`src/rtl/vram_port_arbiter.sv`:
```
// Single-port VRAM arbiter: req0 (display fetch) has fixed priority with unlimited bursts,
// req1/req2 share round-robin bursts of up to pBurstLen beats; read data returns with a per-requester valid.
//
// state | meaning
// IDLE  | no grant, waiting for any request
// BURST | one requester granted, one beat per cycle while it requests
// ARB   | one idle command cycle after a burst (RAM turnaround), re-arbitrates
module vram_port_arbiter #(
   parameter int pAddrW     = 16,
   parameter int pDataW     = 24,
   parameter int pBurstLen  = 16,
   parameter int pRdLatency = 2
) (
   input  logic                iCLK,
   input  logic                iRST,
   input  logic [2:0]          iReq,
   input  logic [3*pAddrW-1:0] iAddr,
   input  logic                iWe2,
   input  logic [pDataW-1:0]   iWd2,
   output logic [2:0]          oGnt,
   output logic                oMemEn,
   output logic                oMemWe,
   output logic [pAddrW-1:0]   oMemAddr,
   output logic [pDataW-1:0]   oMemWd,
   input  logic [pDataW-1:0]   iMemRd,
   output logic [2:0]          oRdVld,
   output logic [pDataW-1:0]   oRdData,
   output logic                oBusy
);

   typedef enum logic [1:0] {ST_IDLE, ST_BURST, ST_ARB} state_t;

   localparam logic [7:0] LastBeat = 8'(pBurstLen - 1);

   logic [1:0]                  rst_sync_q;
   logic                        run;
   state_t                      state_q, state_d;
   logic [2:0]                  gnt_q, gnt_d;
   logic                        ptr_q, ptr_d;
   logic [7:0]                  cnt_q, cnt_d;
   logic                        mem_en_q, mem_en_d;
   logic                        mem_we_q, mem_we_d;
   logic [pAddrW-1:0]           mem_addr_q, mem_addr_d;
   logic [pDataW-1:0]           mem_wd_q, mem_wd_d;
   logic [pRdLatency:0][2:0]    tag_q, tag_d;
   logic [2:0]                  rd_vld_q, rd_vld_d;
   logic [pDataW-1:0]           rd_data_q, rd_data_d;
   logic [2:0]                  winner;
   logic [pAddrW-1:0]           beat_addr;
   logic                        beat_acc;
   logic                        beat_rd;
   logic                        burst_end;

   // Reset release is synchronised; the core holds until both stages have seen it.
   always_ff @(posedge iCLK or negedge iRST) begin
      if (!iRST) rst_sync_q <= 2'b00;
      else       rst_sync_q <= {rst_sync_q[0], 1'b1};
   end

   assign run = rst_sync_q[1];

   // ptr_q = 0 favours req1, 1 favours req2.
   always_comb begin
      winner = 3'b000;
      if (iReq[0])     winner = 3'b001;
      else if (!ptr_q) winner = iReq[1] ? 3'b010 : 3'b100;
      else             winner = iReq[2] ? 3'b100 : 3'b010;
   end

   always_comb begin
      beat_addr = iAddr[2*pAddrW +: pAddrW];
      if (gnt_q[0])      beat_addr = iAddr[0 +: pAddrW];
      else if (gnt_q[1]) beat_addr = iAddr[pAddrW +: pAddrW];
   end

   assign beat_acc  = |(gnt_q & iReq);
   assign beat_rd   = beat_acc && !(gnt_q[2] && iWe2);
   assign burst_end = !beat_acc || (!gnt_q[0] && (iReq[0] || cnt_q == LastBeat));

   always_comb begin
      state_d    = state_q;
      gnt_d      = gnt_q;
      ptr_d      = ptr_q;
      cnt_d      = cnt_q;
      mem_en_d   = 1'b0;
      mem_we_d   = 1'b0;
      mem_addr_d = mem_addr_q;
      mem_wd_d   = mem_wd_q;
      case (state_q)
         ST_IDLE, ST_ARB: begin
            if (|iReq) begin
               gnt_d   = winner;
               cnt_d   = 8'd0;
               state_d = ST_BURST;
            end else begin
               gnt_d   = 3'b000;
               state_d = ST_IDLE;
            end
         end
         ST_BURST: begin
            if (beat_acc) begin
               mem_en_d   = 1'b1;
               mem_addr_d = beat_addr;
               cnt_d      = cnt_q + 8'd1;
               if (gnt_q[2]) begin
                  mem_we_d = iWe2;
                  mem_wd_d = iWd2;
               end
            end
            if (burst_end) begin
               gnt_d   = 3'b000;
               state_d = ST_ARB;
               if (!gnt_q[0]) ptr_d = gnt_q[1];
            end
         end
         default: begin
            gnt_d   = 3'b000;
            state_d = ST_IDLE;
         end
      endcase
   end

   // Owner tag rides alongside each read command until its data is registered.
   always_comb begin
      tag_d     = {tag_q[pRdLatency-1:0], (beat_rd ? gnt_q : 3'b000)};
      rd_vld_d  = tag_q[pRdLatency];
      rd_data_d = iMemRd;
   end

   always_ff @(posedge iCLK or negedge iRST) begin
      if (!iRST) begin
         state_q    <= ST_IDLE;
         gnt_q      <= 3'b000;
         ptr_q      <= 1'b0;
         cnt_q      <= 8'd0;
         mem_en_q   <= 1'b0;
         mem_we_q   <= 1'b0;
         mem_addr_q <= '0;
         mem_wd_q   <= '0;
         tag_q      <= '0;
         rd_vld_q   <= 3'b000;
         rd_data_q  <= '0;
      end else if (run) begin
         state_q    <= state_d;
         gnt_q      <= gnt_d;
         ptr_q      <= ptr_d;
         cnt_q      <= cnt_d;
         mem_en_q   <= mem_en_d;
         mem_we_q   <= mem_we_d;
         mem_addr_q <= mem_addr_d;
         mem_wd_q   <= mem_wd_d;
         tag_q      <= tag_d;
         rd_vld_q   <= rd_vld_d;
         rd_data_q  <= rd_data_d;
      end
   end

   assign oGnt     = gnt_q;
   assign oMemEn   = mem_en_q;
   assign oMemWe   = mem_we_q;
   assign oMemAddr = mem_addr_q;
   assign oMemWd   = mem_wd_q;
   assign oRdVld   = rd_vld_q;
   assign oRdData  = rd_data_q;
   assign oBusy    = (state_q == ST_BURST);

endmodule

```
`config.mk`:
```
export PLATFORM = sky130hd
export DESIGN_NAME = vram_port_arbiter
export DESIGN_NICKNAME = d
export VERILOG_FILES = /design/src/rtl/vram_port_arbiter.sv
export SDC_FILE = /design/constraint.sdc
export NUM_CORES = 1
export LEC_CHECK = 0
export BUFFER_PORTS_ARGS = -buffer_cell sky130_fd_sc_hd__buf_2
export CORE_MARGIN = 1
export CORE_UTILIZATION = 47
export DETAILED_ROUTE_END_ITERATION = 7
export PLACE_DENSITY = 0.79
export RECOVER_POWER = 100
export SYNTH_ARGS = -nofsm -noshare
export SYNTH_HDL_FRONTEND = slang
export SYNTH_SLANG_ARGS = --single-unit
export TNS_END_PERCENT = 50
```
`constraint.sdc`:
```
create_clock -name iCLK -period 2.75 [get_ports iCLK]
set_input_delay 0.1375 -clock iCLK [delete_from_list [all_inputs] [get_ports iCLK]]
set_output_delay 0.1375 -clock iCLK [all_outputs]
set_load 0.05 [all_outputs]
```
* Word level (Yosys, flattened, before mapping)
Index checks and enable logic that the tools add are counted.
** Word-level totals
- Word-level logic and storage cells :: 62
- Output and inout bits :: 73
- Flip-flop bits (word level) :: 94
** Cells by class
- Add/sub/neg operators :: 1
- Bitwise operators :: 2
- Muxes and demuxes :: 21
- Reductions and logical operators :: 18
- Equality and inequality tests :: 6
** Operators with widths (count)
- $mux W16 :: 2
- $mux W3 :: 7
- $mux W8 :: 2
- $pmux W8 S2 :: 1
- $reduce_and A4 Y1 :: 3
- $add A8 B1 Y8 const B :: 1
- $eq A8 B4 Y1 const B :: 1
- $mux W1 :: 6
- $pmux W3 S2 :: 1
- $reduce_or A3 Y1 :: 2
- $ne A2 B1 Y1 const B :: 2
- $pmux W2 S2 :: 1
- $and A3 B3 Y3 :: 1
- $logic_and A1 B1 Y1 :: 3
- $logic_not A1 Y1 :: 3
- $reduce_and A3 Y1 :: 1
- $eq A2 B1 Y1 const B :: 1
- $eq A2 B2 Y1 const B :: 1
- $logic_not A2 Y1 :: 1
- $logic_or A1 B1 Y1 :: 2
- $mux W2 :: 1
- $ne A2 B2 Y1 const B :: 1
- $reduce_and A2 Y1 :: 1
- $reduce_bool A2 Y1 :: 1
- 2 further kinds :: 2

* Longest topological paths before layout
Gate-level depths: netlist (run 1).
- Word-level depth :: 6
- Mapped depth :: 7
- Mapped depth without buffers :: 5

* Least setup slack after synthesis (run 1)
OpenSTA, ideal clock, no wires.
- Path kind :: reg2reg
- Start :: register gnt_q[2], in the netlist oGnt[2]
- End :: register mem_wd_q[10], in the netlist oMemWd[10]
- Slack :: 407 ps
- Period minus slack after synthesis :: 2343 ps
- Cell stages (with the launch flop) :: 8
- Setup time :: 128 ps
- Arrival :: 2216 ps
- Data required time :: 2622 ps
- Cell sequence :: dfrtp_1 > a222oi_1 > clkbuf_1 > or3_1 > buf_2 > nor2_2 > buf_4 > mux2_1
** Between the ends
- Cells in the longest elaborated chain, start to end :: 3
** RTL lines
- from (decl) :: RTL line 38 : logic [2:0] gnt_q, gnt_d;
- from (signal assigned) :: RTL line 145 : gnt_q <= gnt_d;
- $and A3 B3 Y3 :: RTL line 76 : assign beat_acc = |(gnt_q & iReq);
- $reduce_or A3 Y1 :: RTL line 76
- $reduce_and A4 Y1 (no source line) (*)
- to (signal assigned) :: RTL line 151 : mem_wd_q <= mem_wd_d;
- to (decl) :: RTL line 44 : logic [pDataW-1:0] mem_wd_q, mem_wd_d;
Mark *: on every way between the ends. The rest lies on a longest branch, timed or not.
A chain may end at the register's enable or synchronous reset.

* Final worst setup path (run 1)
- Start :: register cnt_q[0]
- End :: register ptr_q
** Between the ends
- Cells in the longest elaborated chain, start to end :: 5
** RTL lines
- from (decl) :: RTL line 40 : logic [7:0] cnt_q, cnt_d;
- from (signal assigned) :: RTL line 147 : cnt_q <= cnt_d;
- $eq A8 B4 Y1 :: RTL line 78 : assign burst_end = !beat_acc || (!gnt_q[0] && (iReq[0] || cnt_q == LastBeat));
- $logic_or A1 B1 Y1 :: RTL line 78
- $logic_and A1 B1 Y1 :: RTL line 78
- $logic_or A1 B1 Y1 :: RTL line 78
- $reduce_and A4 Y1 (no source line)
- to (signal assigned) :: RTL line 146 : ptr_q <= ptr_d;
- to (decl) :: RTL line 39 : logic ptr_q, ptr_d;
Every way passes these cells.

==> results.py, run 1 <==
metrics = {
    "sta": {
        "finalSetupTns_ps": 0,
        "skew_ps": 9.02,
        "tightestPinTransition_ps": 1180,
        "fin_ws_ps": 437,
        "hold_viol": 0,
        "min_period_over_period": 0.841,
        "maxSlewHeadroom": 0.213,
        "timing.fmax_mhz": 432,
        "min_period_ps": 2310,
        "slew_viol_final": 0,
        "rsz0062_at_grt": "no",
        "setup_viol": 0,
    },
    "clock_network": {
        "cts-root-buf": "clkbuf_8",
        "cts_buffers": 9,
        "clkTransAtPathRegs_ps": 90,
        "clock_latency_ps": 360,
        "clock_path_buffers": 2,
        "cts_resized": 0,
        "cts_tree": "built",
        "numClockSinks": 94,
        "cts_htree_levels": 3,
    },
    "place": {
        "dp_hpwl_um": 6330,
        "placed_cells": 597,
        "place_congestion": 0.845,
        "dpl_worst_slack_ps": 455,
        "numPortBuffers": 174,
    },
    "synth": {
        "yosys-top-cells-area": "dfrtp_1 (59%), mux2_2 (9.6%), mux2_1 (7.0%)",
        "syn_inst": 329,
        "ys_seq_elements": 94,
        "synth_top_area_frac": 0.587,
        "syn-mean-instance-area_um2": 12.2,
        "synth_area_leader_cell": "dfrtp_1",
        "synth_nets": 432,
        "ys_seq_area_frac": 0.587,
        "ys_warn_count": 0,
        "synth_area_um2": 4010,
        "ys_types": 39,
    },
    "cells_and_area": {
        "drive_gt1_frac": 0.297,
        "syn_to_final_growth_pct": 34.9,
        "fillers": 651,
        "stdcell_count": 648,
        "post-route-util": 0.658,
        "antenna_cells": 0,
        "finalNetCount": 641,
    },
    "power": {
        "powerDensity_nw_per_um2": 822,
        "p_leak_uw": 0.00257,
        "vdd.ir_drop.worst_v": 0.000433,
    },
    "floorplanning": {
        "die_w_um": 94.3,
        "initial_utilization": 0.488,
        "core-area_um2": 8220,
        "die_h_um": 94.3,
        "ios": 175,
        "num_rows": 33,
        "die_area_um2": 8900,
    },
    "route": {
        "drt_iter0_markers": 136,
        "drc": 0,
        "via_per_inst": 4.98,
        "ant_nets": 0,
        "totalWireLength_um": 9160,
        "dr_wl_met2_um": 4760,
        "top_layer": "met4",
        "routed-wl-met3_um": 466,
        "num_vias": 3229,
        "dr.pass1.iters": 4,
        "met1_length_um": 3800,
        "wire_per_inst_um": 14.1,
    },
    "global_route": {
        "track_usage": 0.213,
        "grt-ovfl-total": 0,
        "grt_pass1_vias": 3258,
        "grt_pass1_wl_um": 14800,
        "antenna_found_initial": 0,
        "grt_start_max_net_pins": 50,
    },
    "critical_path": {
        "worstPathRequired_ps": 2990,
        "worst_setup_path_end_kind": "flop",
        "arrival_ps": 2550,
        "crit_path_start_kind": "flop",
        "path_max_fanout": 4,
        "path_class": "reg2reg",
    },
    "outcome": {
        "status": "finished clean",
    },
    "hold_path": {
        "hold_class": "in2reg",
    },
    "flow_run": {
        "max_cap_violations": 0,
    },
}
critical path, cell delays in order (launching register included):
cell       delay, ps
dfrtp_1          390
ha_1             180
or4b_1           440
o41a_1           460
a2111oi_4        380
mux2_1           350
cells by family after synthesis:
| family | after synthesis | synth area share |
|---|---|---|
| AO/OA/AOI/OAI | 57 | 0.0865 |
| XOR/XNOR | 3 | 0.00656 |
| adder cells (fa/ha/maj) | 1 | 0.00312 |
| buffers and inverters | 27 | 0.0275 |
| flip-flops | 94 | 0.587 |
| multiplexers | 76 | 0.208 |
| other | 1 | 0.000936 |
| AND/OR/NAND/NOR | 70 | 0.0800 |
final cells by class:
type	instances	area (µm²)	area share
Clock buffer	10	128	0.0236
Clock inverter	6	46.3	0.00857
Inverter	8	30.0	0.00556
Multi-Input combinational cell	208	1540	0.285
Sequential cell	94	2350	0.436
Tap cell	105	131	0.0243
Timing Repair Buffer	217	1170	0.217
worst paths after layout:
path                            cells past startpoint  slack, ps           from            end
worst max-delay path                                5        440       cnt_q[0]          ptr_q
worst min register to register                      0        370  rst_sync_q[0]  rst_sync_q[1]
min in group asynchronous                           2        550           iRST       cnt_q[2]
worst min-delay path                                2         10       iWd2[10]     oMemWd[10]
max in group asynchronous                           3       1030           iRST      oMemWd[8]
worst max register to register                      5        440       cnt_q[0]          ptr_q
placed cells by master, fill, tap and decap left out, types with 6 or more instances in the layout:
cell,netlist,layout
nand2_1,25,25
dlygate4sd3_1,0,35
mux2i_1,17,17
nand2b_1,6,6
a21oi_1,21,21
clkbuf_8,0,9
inv_1,6,6
mux2_1,25,25
clkbuf_2,0,7
nor2_1,22,23
mux2_2,34,34
clkbuf_1,12,74
o21ai_0,7,25
dfrtp_1,94,93
buf_2,1,101
stage by stage:
step           power, µW  area, µm²  hold WS, ps
2_1_floorplan       3210       4010         -158
3_5_place_dp        3700       4990          189
5_1_grt             4670       5400         9.07
4_1_cts             4560       5520         1.07
6_report            4440       5400         11.1
3_3_place_gp        3660       4990          185
sequential cells by signal (all words and copies together), names as in the netlist:
register,count
oMemWd,24
oRdData,24
oMemAddr,16
cnt_q,8
tag_d,6
oGnt,3
oRdVld,3
rd_vld_d,3
rst_sync_q,2
state_q,2
oMemEn,1
oMemWe,1
ptr_q,1
power by group:
part,switching [µW],internal (µW)
sequential,156,1660
clock,485,333
combinational,1370,429
total,2010,2430
repair_timing:
item                      CTS  global route
hold buffers               35             0
hold endpoints to repair   81             0
buffers inserted            0             0
synthesized netlist by cell type (all sizes together):
cell type   n
clkinv      1
inv         7
nand4       1
mux2i      17
xnor2       3
or4         2
buf         7
or4b        1
nor2       23
a2111oi     1
a221o       1
nor3        2
nor4        2
o41a        1
o2bb2ai     1
conb        1
nand4b      1
o21ai      25
nand3       5
or3         1
nand2      25
a21oi      21
dfrtp      94
o41ai       1
clkbuf     12
o22a        1
a22o        1
ha          1
a222oi      1
o31ai       3
mux2       59
nand2b      6
nor2b       1
layer usage:
layer / up-vias / GRT usage
met5: - / 0
met4: 0 / 0.0756
met3: 13 / 0.0372
met2: 106 / 0.386
met1: 1545 / 0.253
li1: 1565 / -
No activity file was read; power rests on OpenSTA's default activity.
==> run 2: changes to the inputs <==
ABC_AREA = 1   (was default)
CORE_UTILIZATION = 43   (was 47)
PLACE_DENSITY = 0.76   (was 0.79)
clock period = 2.1 ns   (was 2.75 ns; I/O delays follow)
==> run 2 against run 1 <==
- utilization is 4.7 points lower
- non-clock buffer count rose by 11
- cell count up 27%
- largest cell class unchanged
==> results.py, run 2 <==
metrics = {
    "outcome": {
        "status": "finished clean",
    },
    "route": {
        "drt_iter0_markers": 139,
        "wire_per_inst_um": 12.6,
        "via_per_inst": 4.73,
        "totalWireLength_um": 10400,
        "dr.pass1.iters": 4,
        "drc": 0,
        "num_vias": 3909,
        "ant_nets": 0,
    },
    "cells_and_area": {
        "finalNetCount": 795,
        "post-route-util": 0.610,
        "final_common_cell": "nand2_1",
        "syn_to_final_growth_pct": 36.0,
        "antenna_cells": 0,
        "mostFrequentLayoutCells": "nand2_1 (218), buf_2 (101), dfrtp_1 (94)",
        "drive_gt1_frac": 0.202,
        "final_area_um2": 5690,
    },
    "sta": {
        "slew_viol_final": 0,
        "whs_ps": 14.8,
        "fin_ws_ps": 276,
        "hold_viol": 0,
        "setup_viol": 0,
        "rsz0062_at_grt": "no",
        "tightestPinTransition_ps": 1050,
        "timing.fmax_mhz": 548,
        "maxSlewHeadroom": 0.299,
        "finalSetupTns_ps": 0,
        "skew_ps": 9.91,
        "min_period_over_period": 0.869,
        "min_period_ps": 1820,
    },
    "synth": {
        "synthFlopType": "dfrtp_1",
        "ys_warn_count": 0,
        "synth_area_um2": 4190,
        "syn_inst": 478,
        "synth_nets": 581,
        "synth_top_area_frac": 0.562,
        "netlist_top_cells_count": "nand2_1 (218), dfrtp_1 (94), o21ai_0 (40), nand3_1 (26), mux2i_1 (16)",
        "ys_seq_elements": 94,
        "synth_area_leader_cell": "dfrtp_1",
        "async_reset_ff_frac": 1.00,
        "yosys-top-cells-area": "dfrtp_1 (56%), nand2_1 (20%), o21ai_0 (4.8%)",
        "synth-edff-count": 0,
        "ys_types": 32,
        "yosysMostFrequentCell": "nand2_1",
        "syn-mean-instance-area_um2": 8.76,
        "ys_seq_area_frac": 0.562,
    },
    "floorplanning": {
        "ios": 175,
        "num_rows": 35,
        "initial_utilization": 0.449,
        "die_area_um2": 10100,
        "core-area_um2": 9330,
        "die_w_um": 101,
        "die_h_um": 101,
    },
    "power": {
        "vdd.ir_drop.worst_v": 0.000791,
        "powerDensity_nw_per_um2": 1030,
        "p_leak_uw": 0.00299,
    },
    "clock_network": {
        "clkTransAtPathRegs_ps": 90,
        "numClockSinks": 94,
        "clock_latency_ps": 350,
        "holdBufCountCts": 48,
        "cts_htree_levels": 3,
        "cts_setup_buffers": 0,
        "cts_buffers": 9,
        "cts-root-buf": "clkbuf_8",
        "cts_tree": "built",
        "cts_resized": 0,
        "clock_path_buffers": 2,
    },
    "critical_path": {
        "worst_setup_path_end_kind": "output pin",
        "arrival_ps": 1720,
        "path_class": "reg2out",
        "worstPathRequired_ps": 2000,
        "path_max_fanout": 20,
        "crit_path_start_kind": "flop",
        "rrSetupSlack_ps": 290,
    },
    "place": {
        "place_congestion": 0.775,
        "placed_area_um2": 5130,
        "dp_hpwl_um": 6950,
        "numPortBuffers": 174,
        "dpl_worst_slack_ps": 338,
    },
    "flow_run": {
        "max_cap_violations": 0,
    },
    "global_route": {
        "grt_pass1_wl_um": 17600,
        "grt_pass1_vias": 3938,
        "grt-ovfl-total": 0,
        "grt_start_max_net_pins": 86,
        "track_usage": 0.221,
        "antenna_found_initial": 0,
    },
    "hold_path": {
        "hold_class": "in2reg",
    },
}
[run 2: stage by stage]
step,total power (µW),std cells
CTS,6000,826
detailed placement,4730,762
floorplan,4090,478
global route,6180,826
finish,5850,826
global placement,4670,762
[run 2: logic make-up (layout without fill, tap and decap cells)]
group	Yosys count	after routing	synth area share
simple gates	273	273	0.280
flops	94	94	0.562
compound gates	50	50	0.0640
buf+inv	42	261	0.0502
mux	16	16	0.0383
fa+ha+maj	1	1	0.00299
other cells	1	1	0.000896
xor+xnor	1	1	0.00209
[run 2: final cells by class]
type	count	area, µm²
inverters	17	66.3
clock buffers	9	124
well taps	129	161
flip-flops and latches	94	2350
fillers	861	3630
clock inverters	7	73.8
multi-input cells	342	1620
repair buffers	228	1300
[run 2: worst paths after layout]
check | from | to | depth (start not counted)
min in group asynchronous | iRST | oRdVld[1] | 2
hold reg to reg | rst_sync_q[0] | rst_sync_q[1] | 0
setup reg to reg | oGnt[0] | oMemWd[15] | 7
hold / removal | iWd2[4] | oMemWd[4] | 3
max in group asynchronous | iRST | oRdData[15] | 3
setup / recovery | oGnt[1] | oGnt[1] | 2
[run 2: power breakdown]
| part | leakage [µW] | internal [µW] | switching (µW) |
|---|---|---|---|
| Clock | 0.0000996 | 555 | 637 |
| Combinational | 0.00166 | 490 | 1800 |
| Sequential | 0.00123 | 2160 | 202 |
| Total | 0.00299 | 3210 | 2640 |
[run 2: worst max-delay path, cell delays in order, from the launching register on]
cell and delay [ps]:
dfrtp_1 350, clkbuf_2 490, clkbuf_1 520
[run 2: layer usage]
layer | up-vias | GRT usage | share of wire
met1 | 1811 | 0.257 | 0.41
met3 | 23 | 0.0381 | 0.047
met2 | 124 | 0.399 | 0.52
met5 | - | 0 | 0
met4 | 0 | 0.0936 | 0.021
li1 | 1951 | - | -
